**src/rtl/captura_defs.sv**
```systemverilog
// rtl/captura_defs.sv - shared state encodings, defaults and pixel format helper for capture control
package captura_defs;

    localparam int DEF_H_RES  = 160;
    localparam int DEF_V_RES  = 120;
    localparam int DEF_ADDR_W = 15;

    typedef enum logic [1:0] {
        ST_IDLE    = 2'd0,
        ST_SYNC    = 2'd1,
        ST_CAPTURE = 2'd2,
        ST_DONE    = 2'd3
    } capture_state_t;

    // Keep the top bits of each colour channel: R[15:13], G[10:8], B[4:3].
    function automatic logic [7:0] rgb565_to_rgb332(input logic [15:0] pixel);
        return {pixel[15:13], pixel[10:8], pixel[4:3]};
    endfunction

endpackage

```
**src/rtl/rgb565_a_rgb332.sv**
```systemverilog
// rtl/rgb565_a_rgb332.sv - combinational RGB565 to RGB332 converter
module rgb565_a_rgb332
    import captura_defs::*;
(
    input  logic [15:0] rgb565,
    output logic [7:0]  rgb332
);

    // Pure bit selection; shared helper keeps the readback path consistent.
    always_comb begin
        rgb332 = rgb565_to_rgb332(rgb565);
    end

endmodule

```
**src/rtl/captura_ctrl.sv**
```systemverilog
// rtl/captura_ctrl.sv - camera capture sequencer writing RGB332 pixels into the framebuffer
module captura_ctrl
    import captura_defs::*;
#(
    parameter int H_RES  = DEF_H_RES,
    parameter int V_RES  = DEF_V_RES,
    parameter int ADDR_W = DEF_ADDR_W
) (
    input  logic              p_clock,
    input  logic              rst,
    input  logic              start,
    input  logic              continuous,
    input  logic              abort,
    input  logic [15:0]       pixel_data,
    input  logic              pixel_valid,
    input  logic              frame_done,
    output logic              mem_we,
    output logic [ADDR_W-1:0] mem_addr,
    output logic [7:0]        mem_data,
    output logic              busy,
    output logic              done,
    output logic [7:0]        frame_count,
    output logic              err_short,
    output logic              err_overflow
);

    // One extra counter bit so a completely full frame is still representable.
    localparam logic [ADDR_W:0] TOTAL = (ADDR_W + 1)'(H_RES * V_RES);

    capture_state_t  state;
    capture_state_t  state_next;
    logic [ADDR_W:0] pixel_count;
    logic [ADDR_W:0] count_after;
    logic            mode_continuous;
    logic            pixel_accept;
    logic [7:0]      pixel_rgb332;

    rgb565_a_rgb332 u_convert (
        .rgb565 (pixel_data),
        .rgb332 (pixel_rgb332)
    );

    // A pixel is only stored while the frame still has room; the count after it decides err_short.
    always_comb begin
        pixel_accept = pixel_valid && (pixel_count < TOTAL);
        count_after  = pixel_count + {{ADDR_W{1'b0}}, pixel_accept};
    end

    // State register.
    always_ff @(posedge p_clock or posedge rst) begin
        if (rst) begin
            state <= ST_IDLE;
        end else begin
            state <= state_next;
        end
    end

    // Next-state logic; abort overrides every other transition.
    always_comb begin
        state_next = state;
        busy       = (state == ST_SYNC) || (state == ST_CAPTURE);
        case (state)
            ST_IDLE, ST_DONE: begin
                if (start) begin
                    state_next = ST_SYNC;
                end
            end
            ST_SYNC: begin
                if (frame_done) begin
                    state_next = ST_CAPTURE;
                end
            end
            ST_CAPTURE: begin
                if (frame_done) begin
                    state_next = mode_continuous ? ST_CAPTURE : ST_DONE;
                end
            end
            default: state_next = ST_IDLE;
        endcase
        if (abort) begin
            state_next = ST_IDLE;
        end
    end

    // Datapath: write port, pixel counter, frame statistics and sticky error flags.
    always_ff @(posedge p_clock or posedge rst) begin
        if (rst) begin
            mem_we          <= 1'b0;
            mem_addr        <= '0;
            mem_data        <= '0;
            done            <= 1'b0;
            frame_count     <= '0;
            err_short       <= 1'b0;
            err_overflow    <= 1'b0;
            pixel_count     <= '0;
            mode_continuous <= 1'b0;
        end else begin
            mem_we <= 1'b0;
            done   <= 1'b0;
            if (!abort) begin
                case (state)
                    ST_IDLE, ST_DONE: begin
                        if (start) begin
                            mode_continuous <= continuous;
                            frame_count     <= '0;
                            err_short       <= 1'b0;
                            err_overflow    <= 1'b0;
                            pixel_count     <= '0;
                        end
                    end
                    ST_SYNC: begin
                        if (frame_done) begin
                            pixel_count <= '0;
                        end
                    end
                    ST_CAPTURE: begin
                        if (pixel_accept) begin
                            mem_we   <= 1'b1;
                            mem_addr <= pixel_count[ADDR_W-1:0];
                            mem_data <= pixel_rgb332;
                        end
                        if (pixel_valid && !pixel_accept) begin
                            err_overflow <= 1'b1;
                        end
                        if (frame_done) begin
                            if (count_after < TOTAL) begin
                                err_short <= 1'b1;
                            end
                            done        <= 1'b1;
                            frame_count <= frame_count + 8'd1;
                            pixel_count <= '0;
                        end else begin
                            pixel_count <= count_after;
                        end
                    end
                    default: ;
                endcase
            end
        end
    end

endmodule
```
**config.mk**
```make
export PLATFORM = sky130hd
export DESIGN_NAME = captura_ctrl
export DESIGN_NICKNAME = d
export VERILOG_FILES = /design/src/rtl/captura_defs.sv /design/src/rtl/rgb565_a_rgb332.sv /design/src/rtl/captura_ctrl.sv
export SDC_FILE = /design/constraint.sdc
export NUM_CORES = 1
export LEC_CHECK = 0
export ABC_CLOCK_PERIOD_IN_PS = 2300
export CAP_MARGIN = 20
export CELL_PAD_IN_SITES_DETAIL_PLACEMENT = 0
export CELL_PAD_IN_SITES_GLOBAL_PLACEMENT = 1
export CORE_ASPECT_RATIO = 1.75
export CORE_MARGIN = 2
export CORE_UTILIZATION = 35
export DETAILED_ROUTE_END_ITERATION = 8
export PLACE_DENSITY = 0.81
export RECOVER_POWER = 100
export SYNTH_ARGS = -nofsm -noshare
export SYNTH_HDL_FRONTEND = slang
export SYNTH_HIERARCHICAL = 1
export SYNTH_SLANG_ARGS = --single-unit
```
**constraint.sdc**
```tcl
create_clock -name p_clock -period 2.3 [get_ports p_clock]
set_clock_uncertainty 0.15 [all_clocks]
set_input_delay 0.23 -clock p_clock [delete_from_list [all_inputs] [get_ports p_clock]]
set_output_delay 0.23 -clock p_clock [all_outputs]
set_load 0.1 [all_outputs]
```
==> impl_metrics.toml, run 1 <==
[run_status]
status = "complete, no violations"

[finish]
drive_gt1_frac = 0.2570
syn_to_final_growth_pct = 27.42
fin_util = 0.4595
diodes = 0
stdcell_count = 411
nNetsFinal = 350

[pwr]
power_frac_comb = 0.437
p_per_area_nw_per_um2 = 985.6
ir_drop_mv = 0.5040
swShare = 0.4708
seqPwrFrac = 0.340
p_leak_nw = 1.571
cell_internal_pwr_mw = 1.801
power_mw = 3.404
switchingPower_mw = 1.602
p_clk_frac = 0.223

[timing]
rsz0062_at_grt = "true"
worst_pin_slew_ns = 1.199
drv_slew = 0
period_share = 0.9925
timing.final.ws_setup_ns = 0.01734
max_clock_freq_ghz = 0.4381
hold_viol = 0
max_slew_margin = 0.2044
finalWorstPathRequiredPeriod_ns = 2.283
setup_viol = 0
tns_ns = 0

[clock_network]
ctsHoldBuffers = 0
htreeDepth = 2
cts_tree = "built"
clk_path_buf_depth = 2
numCtsBuffers = 5
clk_latency_ns = 0.29
cts_sinks = 54
cts_root_buffer = "clkbuf_16"
clk_pin_slew_ns = 0.07

[routing]
post_drt_via_cell_ratio = 5.146
drc = 0
ant_nets = 0
dr_total_vias = 2115
first_iter_violations = 80
wl_per_cell_um = 15.51
wl_mm = 6.374
dr.pass1.iters = 4

[logic_synthesis]
synthCells = 258
syn-cell-area_um2 = 2710
synth-async-reset-ratio = 1.000
ys_seq_area_frac = 0.4986
synth_cell_types = 43
synth_area_leaders = "dfrtp_1, mux2_2, o21ai_0"
synth_flop_cell = "dfrtp_1"
synth_top_area_share = 0.4986
synth-seq-cells = 54
ys_warn_count = 6
synth_edf_count = 0
syn_nets = 286
synth_top_area_cell = "dfrtp_1"
avgSynthCellArea_um2 = 10.50

[die]
die_y_um = 120.4
die_w_um = 70.52
core_area_um2 = 7515
rows = 42
start_util = 0.3606
die_area_um2 = 8491
io_pins = 59

[setup_path]
timing.critical_path.slowest_stage_cell = "dfrtp_1"
critPathCaptureType = "flip-flop"
crit_type = "flip-flop to flip-flop"
critical_path_required_ns = 2.32
critical_path.cell_chain = "inv_1 > o21ai_2 > a21oi_2 > and2_4 > ha_4 > ha_4 > and2_1 > nor4_4 > o32ai_2 > a211oi_1 > nor3_1"
crit_fanout = 5
start_kind = "flip-flop"
max_stage_delay_ns = 0.35
arrival_ns = 2.30
crit_top_cell = "ha_4"

[global_route]
antenna_found_initial = 0
grt_pass1_vias = 2191
grt_usage = 0.1582
grt_pass1_wl_mm = 10.53
grt_start_max_net_pins = 36
grt_overflow_total = 0

[placed_design]
gp_congestion = 0.8785
port_buffers = 50
placed_cells = 399
place_ws_ns = -0.1253
dpl.hpwl_mm = 4.660

[hold_path]
min_path_type = "primary input to async pin"

[run]
max_cap_viol_count = 0
-- layout make-up --
type / instances / area, um2
clock buffers: 7 / 142.6
multi-input cells: 176 / 1348
repair buffers: 77 / 466.7
flip-flops and latches: 54 / 1351
well taps: 88 / 110.1
inverters: 8 / 30.03
fillers: 758 / 4061
clock inverters: 1 / 5.005
-- path summary, 6_finish.rpt --
path	start	to	slack, ns	depth (start not counted)
setup reg to reg	pixel_count[11]	err_short	0.02	11
max in group asynchronous	rst	frame_count[2]	0.33	3
setup / recovery	pixel_count[11]	err_short	0.02	11
hold reg to reg	mem_addr[1]	mem_addr[1]	0.36	1
min in group p_clock	mem_addr[1]	mem_addr[1]	0.36	1
hold / removal	rst	mem_data[0]	0.36	2
-- through the flow --
stage	hold slack, ns	area, um2
CTS	0.1267	3532
finish	0.3574	3453
floorplan	0.1464	2768
global placement	0.3248	3359
global route	0.3737	3453
detailed placement	0.3463	3359
-- worst max-delay path, delay by kind of cell, from the launching register on --
| family | cells | cell delay, ns |
|---|---|---|
| AOI/OAI and AO/OA | 4 | 0.60 |
| adders and majority gates | 2 | 0.35 |
| buffers and inverters | 1 | 0.07 |
| DFF | 1 | 0.35 |
| and+or+nand+nor | 4 | 0.65 |
-- routing by layer --
layer | global-route usage | vias to the layer above | share of wire
li1 | - | 1034 | -
met1 | 0.1686 | 1033 | 0.37
met2 | 0.2942 | 41 | 0.57
met3 | 0.02417 | 7 | 0.031
met4 | 0.08053 | 0 | 0.022
met5 | 0 | - | 0
-- registers in the layout (all words and copies together) (netlist names) --
signal and count:
pixel_count 16, mem_addr 15, frame_count 8, mem_data 8, state 2, done 1, err_overflow 1, err_short 1
mem_we 1, mode_continuous 1
-- cells in the final DEF, fill, tap and decap left out, types with 3 or more instances in the layout --
cell,count
inv_1,8
a21oi_2,4
and3_1,4
ha_1,3
xor2_1,7
a22o_1,4
clkbuf_1,36
clkdlybuf4s50_1,13
xnor2_1,6
nor3_2,3
clkbuf_2,5
nand2_1,17
buf_4,22
a31oi_1,3
mux2_2,23
nor2_1,22
clkbuf_16,5
o21ai_0,11
o21ai_1,7
nor4_4,3
nand4_1,8
nor3_1,3
dfrtp_1,54
nand3_1,9
-- cells in the mapped netlist, types with 3 or more instances --
cell      instances
clkbuf_1          3
nand4_1           8
xnor2_1           6
a31oi_1           3
buf_4            12
ha_1              5
mux2_2           23
a21oi_1           6
nand3_1          10
o21ai_0          18
nor4_1            4
xor2_1            7
dfrtp_1          54
and2_1            3
nor2_1           23
nor3_1            7
inv_1             8
a22o_1            4
nand2_1          19
and3_1            5
-- kinds of logic (layout without fill, tap and decap cells) --
kind of cell	after synthesis	after routing	synth area share
and+or+nand+nor	90	90	0.1681
DFF	54	54	0.4986
muxes	26	26	0.1071
AOI/OAI and AO/OA	42	42	0.09880
xor gates and xnor gates	13	13	0.04201
buffers and inverters	28	93	0.06233
adders and majority gates	5	5	0.02308
-- power by group through the flow --
stage / clock (mW) / sequential [mW] / combinational (mW)
after CTS: 0.791 / 1.16 / 1.66
final: 0.760 / 1.16 / 1.49
after global routing: 0.828 / 1.17 / 1.56
after global placement: 0 / 1.17 / 1.65
after floorplan: 0 / 1.90 / 0.499
after detailed placement: 0 / 1.18 / 1.66
-- timing repair --
| item | in CTS | in global routing |
|---|---|---|
| setup endpoints to repair | 9 | 11 |
| setup buffers | 1 | 4 |
| gates resized for setup | 4 | 23 |
| pin swaps | 3 | 6 |
(Power assumes the default switching activity.)
==> run 2, diff against run 1 <==
- CAP_MARGIN: 20 -> not set
==> results of run 2 <==
Same layout as run 1: the final DEF is identical, and so are final timing and power.
==> run 3, diff against run 2 <==
- CORE_UTILIZATION: 35 -> 36
- HOLD_SLACK_MARGIN: not set -> 0.02
- PLACE_DENSITY: 0.81 -> 0.82
- SKIP_CTS_REPAIR_TIMING: not set -> 1
- SYNTH_HIERARCHICAL: 1 -> not set
==> run 3 against run 2 <==
The run now ends with setup timing left; final area rose by 5.1%; sequential power barely moved; setup slack got worse by 0.28 ns; largest power group unchanged; first-iteration DRC count rose by 21%; non-clock buffer count rose by 2; combinational power barely moved; clock power rose by 29%; routed wire length rose by 6.7%; worst hold slack got worse by 0.016 ns.
==> impl_metrics.toml, run 3 <==
[hold_path]
min_path_type = "primary input to async pin"

[clock_network]
cts_tree = "built"
numCtsBuffers = 5
clk_path_buf_depth = 2
clk_latency_ns = 0.30
cts_sinks = 54
htreeDepth = 2
clk_pin_slew_ns = 0.07
cts_root_buffer = "clkbuf_16"

[logic_synthesis]
synth-seq-cells = 54
syn_nets = 278
syn-cell-area_um2 = 2745
synth_edf_count = 0
synth_area_leaders = "dfrtp_1, mux2_4, o21ai_0"
synth_common_cells = "dfrtp_1, mux2_4, o21ai_0"
synth_flop_cell = "dfrtp_1"
synthCells = 250
synth_top_area_share = 0.4923
avgSynthCellArea_um2 = 10.98
ys_warn_count = 0
yosysMostFrequentCell = "dfrtp_1"
synth-async-reset-ratio = 1.000
synth_cell_types = 41
synth_top_area_cell = "dfrtp_1"
ys_seq_area_frac = 0.4923

[timing]
rsz0062_at_grt = "true"
hold_slack_ns = 0.3415
worst_pin_slew_ns = 1.190
period_share = 1.115
timing.final.ws_setup_ns = -0.2654
setup_viol = 22
max_slew_margin = 0.2099
max_clock_freq_ghz = 0.3898
drv_slew = 0
hold_viol = 0
finalWorstPathRequiredPeriod_ns = 2.565
tns_ns = -2.967

[pwr]
power_mw = 3.626
ir_drop_mv = 0.7828
p_leak_nw = 1.621
p_per_area_nw_per_um2 = 999.4

[finish]
nNetsFinal = 351
multi_input_area_um2 = 1418
seq_area_um2 = 1351
diodes = 0
fin_util = 0.4863
regMostFlops = "pixel_count"
stdcell_count = 412
largest_reg_flops = 16
fillers = 723
layout_common_cells = "dfrtp_1, clkbuf_1, mux2_4"
syn_to_final_growth_pct = 32.18
final_common_cell = "dfrtp_1"
drive_gt1_frac = 0.2623
top_regs = "pixel_count x16, mem_addr x15"

[routing]
dr_total_vias = 2177
post_drt_via_cell_ratio = 5.284
dr.pass1.iters = 4
first_iter_violations = 97
drc = 0
wl_mm = 6.804
wl_per_cell_um = 16.51
ant_nets = 0

[die]
rows = 42
start_util = 0.3679
die_w_um = 70.01
io_pins = 59
die_y_um = 119.5
core_area_um2 = 7462
die_area_um2 = 8368

[placed_design]
port_buffers = 50
placed_cells = 401
gp_congestion = 0.8871
dpl.hpwl_mm = 4.759

[setup_path]
crit_path_start = "pixel_count[9]"
crit-reg2reg-launch = "pixel_count[9]"
arrival_ns = 2.58
critical_path_required_ns = 2.31
crit_type = "flip-flop to flip-flop"
crit_fanout = 5
start_kind = "flip-flop"
critPathCaptureType = "flip-flop"

[global_route]
antenna_found_initial = 0
grt_pass1_vias = 2280
grt_start_max_net_pins = 25
grt_pass1_wl_mm = 10.75
grt_usage = 0.1629
grt_overflow_total = 0

[run_status]
violations = "setup timing"
status = "finished with violations"

[run]
max_cap_viol_count = 0
[run 3: cell types whose count changed after synthesis, moves of 3 or more]
| cell | previous run | this run |
|---|---|---|
| mux2_4 | 0 | 19 |
| mux2_2 | 23 | 6 |
| buf_1 | 0 | 3 |
| nand2_1 | 19 | 15 |
| nor2b_1 | 1 | 4 |
| nand3_1 | 10 | 13 |
| nor2_1 | 23 | 16 |
| buf_4 | 12 | 0 |
| clkbuf_1 | 3 | 6 |
[run 3: power by group]
part	internal (mW)	switching [mW]
sequential	1.07	0.0782
combinational	0.334	1.17
clock	0.626	0.351
total	2.03	1.60
[run 3: logic make-up (layout without fill, tap and decap cells)]
family | count (synthesis) | after routing | share of synthesized area
buffers and inverters | 22 | 96 | 0.04740
adder cells (fa/ha/maj) | 5 | 5 | 0.02279
multiplexers | 28 | 28 | 0.1395
flip-flops | 54 | 54 | 0.4923
XOR/XNOR | 13 | 13 | 0.04148
AND/OR/NAND/NOR | 84 | 84 | 0.1582
AO/OA/AOI/OAI | 44 | 44 | 0.09845
[run 3: path summary, 6_finish.rpt]
| kind | endpoint | slack (ns) | cells past startpoint |
|---|---|---|---|
| worst min register to register | mode_continuous | 0.36 | 1 |
| worst max-delay path | pixel_count[10] | -0.27 | 11 |
| min in group p_clock | mode_continuous | 0.36 | 1 |
| worst min-delay path | mem_addr[0] | 0.34 | 2 |
| worst max register to register | pixel_count[10] | -0.27 | 11 |
| max in group asynchronous | mem_addr[11] | 0.57 | 3 |
[run 3: stage by stage]
step,cell area [um2],worst slack (ns)
after CTS,3636,-0.2978
after detailed placement,3442,-0.2753
after floorplan,2785,-0.1945
final,3628,-0.2654
after global placement,3442,-0.2209
after global routing,3628,-0.3608
[run 3: metal layers]
metal  track usage  vias to the layer above  share of wire
met5             0                        -              0
met4       0.08293                        0          0.035
met3       0.02687                       14          0.028
met2        0.3000                       44           0.55
met1        0.1755                     1087           0.39
li1              -                     1032              -
[run 3: critical path, stage by stage, from the launching register on]
cell and delay (ns):
dfrtp_1 0.38, a21o_1 0.20, a211o_1 0.27, a21oi_2 0.17, and2_4 0.17, ha_4 0.15
ha_4 0.16, nand2_4 0.07, or3_4 0.42, nor2_4 0.09, xnor2_1 0.12, o21ai_1 0.07
[run 3: area by class of cell]
class                      count  area share
timing repair buffer          79      0.1438
clock inverter                 3     0.01897
sequential                    54      0.3724
inverter                       9    0.009310
multi-input combinational    174      0.3907
clock buffer                   5     0.03448
tap                           88     0.03034
